===== src/rtl/fde_pkg.sv =====
// Shared definitions for the frame-decider / texture path.
//   TEX_AW, TEX_DW : texture address and data widths seen by the requesters
//   PORT_DECIDER   : port id of the frame-buffer decider (sprite fetch)
//   PORT_SCORE     : port id of the score/digit renderer
//   tex_tag_t      : per-read tag carried alongside the ROM access
package fde_pkg;

   localparam int TEX_AW = 16;
   localparam int TEX_DW = 8;

   localparam logic PORT_DECIDER = 1'b0;
   localparam logic PORT_SCORE   = 1'b1;

   typedef struct packed {
      logic valid;   // a read was accepted into this slot
      logic port;    // which requester owns the returning data
      logic oor;     // address was outside the ROM; return FILL instead
   } tex_tag_t;

endpackage


===== src/rtl/rr_arb2.sv =====
// Two-way round-robin arbiter with burst lock.
//   clk, rstn  : clock, asynchronous active-low reset
//   req[1:0]   : request per port
//   lock[1:0]  : burst lock per port, only meaningful for the port being granted
//   gnt[1:0]   : combinational one-hot (or zero) grant
// Under contention the port that did not win last time is granted, unless a
// port holds the lock, in which case it keeps winning until it drops lock or req.
module rr_arb2 (
   input  logic       clk,
   input  logic       rstn,
   input  logic [1:0] req,
   input  logic [1:0] lock,
   output logic [1:0] gnt
);

   logic       last_reg, last_next;
   logic       owned_reg, owned_next;
   logic       owner_reg, owner_next;
   logic       owner_live;
   logic [1:0] gnt_raw;
   logic       gnt_port;

   always_comb begin
      gnt_raw    = 2'b00;
      // A lock only counts while its owner is still asking and still locking;
      // the cycle either drops, the other port competes normally again.
      owner_live = owned_reg && req[owner_reg] && lock[owner_reg];
      if (req == 2'b11) begin
         if (owner_live) gnt_raw[owner_reg] = 1'b1;
         else            gnt_raw[~last_reg] = 1'b1;
      end else begin
         gnt_raw = req;
      end
   end

   // Nothing is accepted while reset is held.
   assign gnt      = gnt_raw & {2{rstn}};
   assign gnt_port = gnt_raw[1];

   always_comb begin
      last_next  = last_reg;
      owned_next = 1'b0;
      owner_next = owner_reg;
      if (|gnt_raw) begin
         last_next  = gnt_port;
         owned_next = lock[gnt_port];
         owner_next = gnt_port;
      end
   end

   always_ff @(posedge clk or negedge rstn) begin
      if (!rstn) begin
         last_reg  <= 1'b1;   // port 0 wins the first contention
         owned_reg <= 1'b0;
         owner_reg <= 1'b0;
      end else begin
         last_reg  <= last_next;
         owned_reg <= owned_next;
         owner_reg <= owner_next;
      end
   end

endmodule


===== src/rtl/texture_rom_arbiter.sv =====
// Shares the single-port texture ROM between the frame-buffer decider (port 0)
// and the score/digit renderer (port 1).
//   clk, rstn                        : system clock, asynchronous active-low reset
//   reqX_i, lockX_i, addrX_i         : read request, burst lock, texture address
//   gntX_o                           : request accepted this cycle (combinational)
//   rvalidX_o, rdataX_o              : one-cycle return pulse and held read data
//   rom_addr_o, rom_data_i           : registered ROM address, ROM read data
//   oor_o                            : sticky, an out-of-range address was accepted
// A read accepted in cycle N returns on its own port in cycle N+2+ROM_LAT.
module texture_rom_arbiter
   import fde_pkg::*;
#(
   parameter int                ROM_AW    = 10,
   parameter int                ROM_DEPTH = 1024,
   parameter int                ROM_LAT   = 0,
   parameter logic [TEX_DW-1:0] FILL      = 8'h00
) (
   input  logic              clk,
   input  logic              rstn,
   input  logic              req0_i,
   input  logic              lock0_i,
   input  logic [TEX_AW-1:0] addr0_i,
   output logic              gnt0_o,
   output logic              rvalid0_o,
   output logic [TEX_DW-1:0] rdata0_o,
   input  logic              req1_i,
   input  logic              lock1_i,
   input  logic [TEX_AW-1:0] addr1_i,
   output logic              gnt1_o,
   output logic              rvalid1_o,
   output logic [TEX_DW-1:0] rdata1_o,
   output logic [ROM_AW-1:0] rom_addr_o,
   input  logic [TEX_DW-1:0] rom_data_i,
   output logic              oor_o
);

   logic [1:0]        gnt;
   logic              accepted;
   logic              sel;
   logic [TEX_AW-1:0] sel_addr;
   logic              sel_oor;
   tex_tag_t          tag_pipe [ROM_LAT+1];
   tex_tag_t          head;
   logic [TEX_DW-1:0] ret_data;

   rr_arb2 u_arb (
      .clk  (clk),
      .rstn (rstn),
      .req  ({req1_i, req0_i}),
      .lock ({lock1_i, lock0_i}),
      .gnt  (gnt)
   );

   assign gnt0_o   = gnt[0];
   assign gnt1_o   = gnt[1];
   assign accepted = |gnt;
   assign sel      = gnt[1];
   assign sel_addr = sel ? addr1_i : addr0_i;
   // Full-width compare so stray upper bits beyond ROM_AW also count as out of range.
   assign sel_oor  = 32'(sel_addr) >= 32'(ROM_DEPTH);

   // Issue register and sticky range flag.
   always_ff @(posedge clk or negedge rstn) begin
      if (!rstn) begin
         rom_addr_o <= '0;
         oor_o      <= 1'b0;
      end else begin
         if (accepted) rom_addr_o <= sel_addr[ROM_AW-1:0];
         oor_o <= oor_o | (accepted & sel_oor);
      end
   end

   // Tag pipe: the tag leaves the last stage in the same cycle the ROM data for
   // that address is valid, so the return registers capture both together.
   always_ff @(posedge clk or negedge rstn) begin
      if (!rstn) begin
         for (int i = 0; i <= ROM_LAT; i++) tag_pipe[i] <= '0;
      end else begin
         tag_pipe[0] <= '{valid: accepted, port: sel, oor: sel_oor};
         for (int i = ROM_LAT; i > 0; i--) tag_pipe[i] <= tag_pipe[i-1];
      end
   end

   assign head     = tag_pipe[ROM_LAT];
   assign ret_data = head.oor ? FILL : rom_data_i;

   // Return registers: data holds between pulses.
   always_ff @(posedge clk or negedge rstn) begin
      if (!rstn) begin
         rvalid0_o <= 1'b0;
         rvalid1_o <= 1'b0;
         rdata0_o  <= '0;
         rdata1_o  <= '0;
      end else begin
         rvalid0_o <= head.valid && (head.port == PORT_DECIDER);
         rvalid1_o <= head.valid && (head.port == PORT_SCORE);
         if (head.valid && (head.port == PORT_DECIDER)) rdata0_o <= ret_data;
         if (head.valid && (head.port == PORT_SCORE))   rdata1_o <= ret_data;
      end
   end

endmodule


===== config.mk =====
export PLATFORM = sky130hd
export DESIGN_NAME = texture_rom_arbiter
export DESIGN_NICKNAME = d
export VERILOG_FILES = /design/src/rtl/fde_pkg.sv /design/src/rtl/rr_arb2.sv /design/src/rtl/texture_rom_arbiter.sv
export SDC_FILE = /design/constraint.sdc
export NUM_CORES = 1
export LEC_CHECK = 0
export CAP_MARGIN = 30
export CORE_ASPECT_RATIO = 1.4
export CORE_MARGIN = 4
export CORE_UTILIZATION = 30
export CTS_BUF_LIST = sky130_fd_sc_hd__clkbuf_4 sky130_fd_sc_hd__clkbuf_8
export DETAILED_ROUTE_END_ITERATION = 8
export PLACE_DENSITY = 0.66
export SLEW_MARGIN = 20
export SYNTH_ARGS = -nofsm -noshare
export SYNTH_HDL_FRONTEND = slang
export SYNTH_SLANG_ARGS = --single-unit

===== constraint.sdc =====
create_clock -name clk -period 1.32 [get_ports clk]
set_input_delay 0.132 -clock clk [delete_from_list [all_inputs] [get_ports clk]]
set_output_delay 0.132 -clock clk [all_outputs]
set_load 0.02 [all_outputs]

==> results of run 1 <==
==> final cells by class <==
| cell class | instances | area share, % |
|---|---|---|
| flip-flops and latches | 35 | 33.1 |
| clock buffers | 6 | 3.11 |
| multi-input cells | 107 | 27.0 |
| clock inverters | 1 | 0.188 |
| inverters | 6 | 0.848 |
| repair buffers | 91 | 32.9 |
| well taps | 62 | 2.92 |
==> logic make-up (layout without fill, tap and decap cells) <==
kind of cell | Yosys count | in the layout | share of synthesized area (%)
AND/OR/NAND/NOR | 61 | 61 | 19.6
AO/OA/AOI/OAI | 46 | 46 | 17.3
buffers and inverters | 12 | 104 | 3.40
flip-flops | 35 | 35 | 59.6
==> worst paths after layout <==
path,slack [ns],startpoint,to
max in group asynchronous,0.85,rstn,rom_addr_o[8]$_DFFE_PN0P_
min,0.02,rstn,rom_addr_o[0]$_DFFE_PN0P_
min reg2reg,0.46,oor_o$_DFF_PN0_,oor_o$_DFF_PN0_
max reg2reg,-0.17,u_arb.last_reg$_DFFE_PN1P_,rom_addr_o[7]$_DFFE_PN0P_
max,-0.22,u_arb.last_reg$_DFFE_PN1P_,gnt0_o
min in group clk,0.35,rstn,rom_addr_o[8]$_DFFE_PN0P_
==> power by group through the flow <==
stage	registers (µW)	logic [µW]	clock network (µW)
6_report	1230	781	767
4_1_cts	1230	673	798
2_1_floorplan	1340	186	0
3_5_place_dp	1250	679	0
3_3_place_gp	1250	675	0
5_1_grt	1250	838	854
==> cells in the mapped netlist <==
library cell and count:
a21oi_1 20, a221o_1 1, a31o_1 1, and2_1 2, and3_1 1, buf_2 1
buf_4 1, clkbuf_1 4, dfrtp_1 34, dfstp_2 1, inv_1 6, nand2_1 29
nand2b_1 11, nand4_1 2, nor2_1 11, nor2b_1 1, nor3_1 1, nor3_2 1
nor4_1 1, o21ai_0 21, o21ai_1 1, o221a_1 1, o221ai_2 1, or4_4 1
==> routing by layer <==
layer / track usage, % / vias to the layer above / wire (µm)
li1: - / 705 / -
met1: 14.8 / 652 / 1610
met2: 24.6 / 60 / 2210
met3: 3.99 / 11 / 299
met4: 3.05 / 0 / 82
met5: 0 / - / 0
==> metrics by stage <==
| stage | hold WS [ns] | worst slack (ns) | total power, µW | instances | utilization, % |
|---|---|---|---|---|---|
| 4_1_cts | 0.0273 | -0.182 | 2700 | 305 | 53.3 |
| 6_report | 0.0182 | -0.219 | 2780 | 308 | 57.2 |
| 2_1_floorplan | -0.164 | -0.0233 | 1530 | 154 | - |
| 3_5_place_dp | 0.0420 | -0.495 | 1930 | 294 | 50.6 |
| 3_3_place_gp | 0.0359 | -0.487 | 1920 | 294 | 50.6 |
| 5_1_grt | 0.0531 | -0.265 | 2940 | 308 | 57.2 |
==> worst max-delay path, cell delays in order (launching register included) <==
cell	delay, ns
dfstp_2	0.58
nand2b_4	0.14
a21oi_2	0.04
nor3_2	0.19
buf_4	0.18
==> cells in the final DEF (no fill, tap or decap), types with 2 or more instances in the layout <==
| cell | synthesis | layout |
|---|---|---|
| clkdlybuf4s50_1 | 0 | 43 |
| dfrtp_1 | 34 | 33 |
| dlygate4sd2_1 | 0 | 29 |
| nand2_1 | 29 | 19 |
| o21ai_0 | 21 | 19 |
| a21oi_2 | 0 | 17 |
| buf_4 | 1 | 11 |
| nor2_1 | 11 | 10 |
| nand2b_1 | 11 | 9 |
| nand2_4 | 0 | 7 |
| clkbuf_8 | 0 | 6 |
| inv_1 | 6 | 5 |
| nand2_2 | 0 | 3 |
| buf_6 | 0 | 3 |
| nand4_1 | 2 | 2 |
| nand2b_4 | 0 | 2 |
| nor3_2 | 1 | 2 |
| and2_1 | 2 | 2 |
| o21ai_2 | 0 | 2 |
| a21oi_1 | 20 | 2 |
==> timing repair <==
item,CTS,global route
gates cloned,0,1
setup endpoints to repair,44,15
endpoints found under the hold margin,2,0
setup buffers,3,2
pin swaps,5,23
resized for setup,50,38
hold buffers,1,0
==> metrics.md, run 1 <==
| Metric | Value |
|---|---|
| Status | finished, violations left |
| Failing checks | negative setup slack |
| Die height | between 90 and 100 µm |
| Clk slew on worst S/H paths | around 0.070 ns |
| Clk buf depth | 2 |
| Final Routed Wirelength | approximately 4200 µm |
| Avg Inst Size Synth | around 9.6 µm² |
| Pre-Repair DR Iteration Count | 4 |
| Layout Nets | around 290 |
| Cts bufs inserted | 5 |
| Largest regs | rom_addr_o (10), rdata0_o (8), rdata1_o (8) |
| DR iter-0 viols | 30 |
| Inserted Diodes | 0 |
| Syn. warnings | 0 |
| Drc violations | 0 |
| Period minus WS final | approximately 1.5 ns |
| Leakage Power | roughly 0.0012 µW |
| RSZ-0062 raised after global routing | yes |
| Cell taking the most area after synthesis | dfrtp_1 |
| Worst-skew pair later-pin latency | about 0.28 ns |
| Setup TNS | -2.03 ns |
| Initial antenna violation count | 0 |
| Period utilisation layout | 117% |
| Worst Setup End Kind | primary output |
| Drt via density | 4.64 |
| Cell variety after synth | 24 |
| Post-DP HPWL | roughly 3000 µm |
| Worst R2R Path Depth | 7 |
| Max_slew headroom | between 60 and 70% |
| Max Cap Viol | 0 |
| Die W | ~67 µm |
| Worst slew pin tran | 0.525 ns |
| Global placer's final weighted congestion | about 0.7 |
| Synth Register Bits | 35 |
| Core area | approximately 4600 µm² |
| Achievable Freq | approximately 0.65 GHz |
| Post-Synthesis Cells | 154 |
| Hold Vio Cnt, Final | 0 |
| Top reg by flops | rom_addr_o |
| CTS H-tree depth | 2 |
| Vias in the first global route | 1433 |
| Internal | a little under 2000 µW |
| Worst EP arrival | ~1.4 ns |
| P_sw | ~800 µW |
| Post-Syn Area | ~1500 µm² |
| Overall Global Routing Usage | 13.5% |
| FF/Latch Area | between 800 and 900 µm² |
| Syn_nets | 200 |
| Worst min path class | in2async |
| Seq pwr share | about 44% |
| Clock sink count | 35 |
| Initial Util | a little under a third |
| Port bufs | 76 |
| Max reg flops | 10 |
| Pwr Density | approximately 1000 nW/µm² |
| WS Path Type | reg2out |
| Largest net degree at the start of global routing | 34 |
| Worst Path Required | 1.19 ns |
| TritonCTS clock tree | done |
| IO Pins | 77 |
| Gr ovfl total | 0 |
| Setup Viol. Count Final | 15 |
| Clock Skew | 0.00491 ns |
| Switch share | roughly 29% |
| Setup ws final | -0.219 ns |
| CTS root buf | clkbuf_8 |
| Final slew viol count | 0 |
| Fin area | 2660 µm² |
| Placed inst area | 2350 µm² |
| Layout cells sized above 1 | a little over a quarter |
| Clock Power Share | 27.6% |
| First-pass GRT wire length | about 6400 µm |
| Num rows | 29 |
| DR vias | ~1400 |
| Post-route ant nets | 0 |
| Critical Path Source Type | flop |
| Layout filler cell count | roughly 460 |
| Peak supply drop | between 0.0006 and 0.0007 V |
| Area Overhead vs Synth | 80.5% |
| Post-synth top area share | between 50 and 60% |
| Top post-synthesis cells by area | dfrtp_1 58%, nand2_1 7.4%, o21ai_0 7.1%, a21oi_1 6.8%, nand2b_1 4.7% |
| DIE AREA | ~6000 µm² |
| Routed WL per cell | 13.7 µm |
| Worst Path Max Fanout | 4 |
| Combinational share of power | ~28% |
| Multi-input logic area | approximately 720 µm² |
| Sequential fraction of the synthesis area | roughly three fifths |
No activity file was read; power rests on OpenSTA's default activity.
==> run 2: changes to the inputs <==
CTS_CLUSTER_DIAMETER = 120   (was unset)
==> results of run 2 <==
The final DEF is identical to that of run 1; final timing and power are the same.
==> run 3: changes to the inputs <==
CAP_MARGIN = 20   (was 30)
MAX_ROUTING_LAYER = met4   (was unset)
==> run 3 against run 2 <==
  * The flow still finishes with violations (negative setup slack)
  * Maximum frequency about the same
  * Combinational power hardly changed
  * Total power increased by 0.21%
  * Flip-flop and latch count did not move
  * Global-route usage grew 0.39 points
  * Hold slack better by 0.0042 ns
  * Largest cell class unchanged
  * Highest routed layer unchanged
==> metrics.md, run 3 (synthesis results as in run 1) <==
| Metric | Value |
|---|---|
| Period utilisation layout | 117% (about the same) |
| Inserted Diodes | 0 (unchanged) |
| Num rows | 29 (unchanged) |
| Critical Path Source Type | flop (unchanged) |
| Clk buf depth | 2 (unchanged) |
| Cts bufs inserted | 5 (unchanged) |
| Achievable Freq | 0.649 GHz (was 0.650 GHz) |
| Failing checks | negative setup slack (unchanged) |
| Post-route ant nets | 0 (unchanged) |
| Die height | 90.9 µm (unchanged) |
| Clock sink count | 35 (unchanged) |
| Overall Global Routing Usage | 13.9% (was 13.5%) |
| Period minus WS final | 1.54 ns (about the same) |
| Placed inst area | 2350 µm² (unchanged) |
| Worst EP arrival | 1.41 ns (about the same) |
| DIE AREA | 6110 µm² (unchanged) |
| Max reg flops | 10 (unchanged) |
| Setup ws final | -0.220 ns (was -0.219 ns) |
| Max Cap Viol | 0 (unchanged) |
| Worst slew pin tran | 0.527 ns (was 0.525 ns) |
| Drc violations | 0 (unchanged) |
| Clock Skew | 0.00500 ns (was 0.00491 ns) |
| Largest regs | rom_addr_o (10), rdata0_o (8), rdata1_o (8) (unchanged) |
| Routed WL per cell | 13.8 µm (was 13.7 µm) |
| Global placer's final weighted congestion | 0.729 (was 0.720) |
| Initial antenna violation count | 0 (unchanged) |
| Final Routed Wirelength | 4250 µm (was 4210 µm) |
| Post-DP HPWL | 2990 µm (unchanged) |
| Hold Vio Cnt, Final | 0 (unchanged) |
| WS Path Type | reg2out (unchanged) |
| Setup Viol. Count Final | 15 (unchanged) |
| CTS H-tree depth | 2 (unchanged) |
| Pre-Repair DR Iteration Count | 4 (unchanged) |
| Worst R2R End | rom_addr_o[7]$_DFFE_PN0P_ (unchanged) |
| Layout cells sized above 1 | 26.4% (unchanged) |
| Reg2reg setup slack | -0.17 ns (about the same) |
| Fin area | 2660 µm² (unchanged) |
| Initial Util | 31.7% (unchanged) |
| Final slew viol count | 0 (unchanged) |
| Vias in the first global route | 1431 (was 1433) |
| Clk slew on worst S/H paths | 0.07 ns (about the same) |
| Status | finished, violations left (unchanged) |
| Worst R2R Path Depth | 7 (unchanged) |
| Number of cells after detailed placement | 294 (unchanged) |
| Dpl ws | -0.495 ns (unchanged) |
| Layout Cells excl Fill | 308 (unchanged) |
| TritonCTS clock tree | done (unchanged) |
| Worst Path Required | 1.19 ns (about the same) |
| CTS root buf | clkbuf_8 (unchanged) |
| Max_slew headroom | 64.9% (was 65.0%) |
| Worst-skew pair later-pin latency | 0.28 ns (about the same) |
| Port bufs | 76 (unchanged) |
| Largest net degree at the start of global routing | 34 (unchanged) |
| Die W | 67.2 µm (unchanged) |
| Critical path origin | u_arb.last_reg$_DFFE_PN1P_ (unchanged) |
| IO Pins | 77 (unchanged) |
| Pwr Density | 1050 nW/µm² (about the same) |
| Core area | 4640 µm² (unchanged) |
| Gr ovfl total | 0 (unchanged) |
| Peak supply drop | 0.000692 V (was 0.000684 V) |
| Worst Path Max Fanout | 4 (unchanged) |
| RSZ-0062 raised after global routing | yes (unchanged) |
| Area Overhead vs Synth | 80.5% (unchanged) |
| Worst Setup End Kind | primary output (unchanged) |
| Worst min path class | in2async (unchanged) |
| First-pass GRT wire length | 6440 µm (was 6420 µm) |
| Layout Nets | 292 (unchanged) |
| Drt via density | 4.59 (was 4.64) |
| Most frequent cells in the layout | 43 x clkdlybuf4s50_1, 33 x dfrtp_1, 29 x dlygate4sd2_1, 19 x nand2_1, 19 x o21ai_0 (unchanged) |
| Leakage Power | 0.00123 µW (unchanged) |
| Top reg by flops | rom_addr_o (unchanged) |
| Most common library cell in the layout ignoring fill and taps | clkdlybuf4s50_1 (unchanged) |
| Reg-to-Reg Start | u_arb.last_reg$_DFFE_PN1P_ (unchanged) |
| DR vias | 1415 (was 1428) |
| DR iter-0 viols | 25 (was 30) |
[run 3: power by group]
group	switching, µW	total [µW]	internal, µW
clock network	362	772	409
registers	60.1	1230	1170
logic	396	781	385
[run 3: how the worst max path moves through the flow]
stage	endpoint	slack (ns)	cells past startpoint
6_report	gnt0_o	-0.22	4
5_1_grt	gnt0_o	-0.27	4
4_1_cts	gnt0_o	-0.18	4
3_5_place_dp	gnt1_o	-0.49	5
3_3_place_gp	gnt1_o	-0.49	5
2_1_floorplan	rom_addr_o[8]$_DFFE_PN0P_	-0.02	4
[run 3: what timing repair did]
action,4_1_cts,5_1_grt
setup buffers,3,2
cloned,0,1
hold endpoints to repair,2,0
gates resized for setup,50,38
endpoints found under the setup margin,44,15
hold buffers,1,0
pin swaps,5,23
[run 3: per-layer routing]
metal / global-route usage (%) / vias to the layer above / share of wire, %
li1: - / 706 / -
met2: 24.6 / 59 / 52
met5: - / - / 0
met1: 15.3 / 641 / 40
met3: 3.36 / 9 / 6.1
met4: 3.05 / 0 / 1.6
[run 3: cell type report]
| type | count | area [µm²] |
|---|---|---|
| tap | 62 | 77.6 |
| inverter | 6 | 22.5 |
| timing repair buffer | 91 | 873 |
| sequential | 35 | 878 |
| clock buffer | 6 | 82.6 |
| clock inverter | 1 | 5.00 |
| fill | 461 | 1990 |
| multi-input combinational | 107 | 717 |
[run 3: critical path: stages (launching register included)]
cell and delay, ns:
dfstp_2 0.58, nand2b_4 0.14, a21oi_2 0.04, nor3_2 0.19, buf_4 0.18
[run 3: through the flow]
stage | hold slack, ns | TNS [ns] | total power [µW] | util (%)
finish | 0.0224 | -2.03 | 2790 | 57.2
global route | 0.0531 | -2.87 | 2940 | 57.2
CTS | 0.0273 | -1.63 | 2700 | 53.3
detailed placement | 0.0420 | -5.15 | 1930 | 50.6
global placement | 0.0359 | -4.80 | 1920 | 50.6
floorplan | -0.164 | -0.0233 | 1530 | -
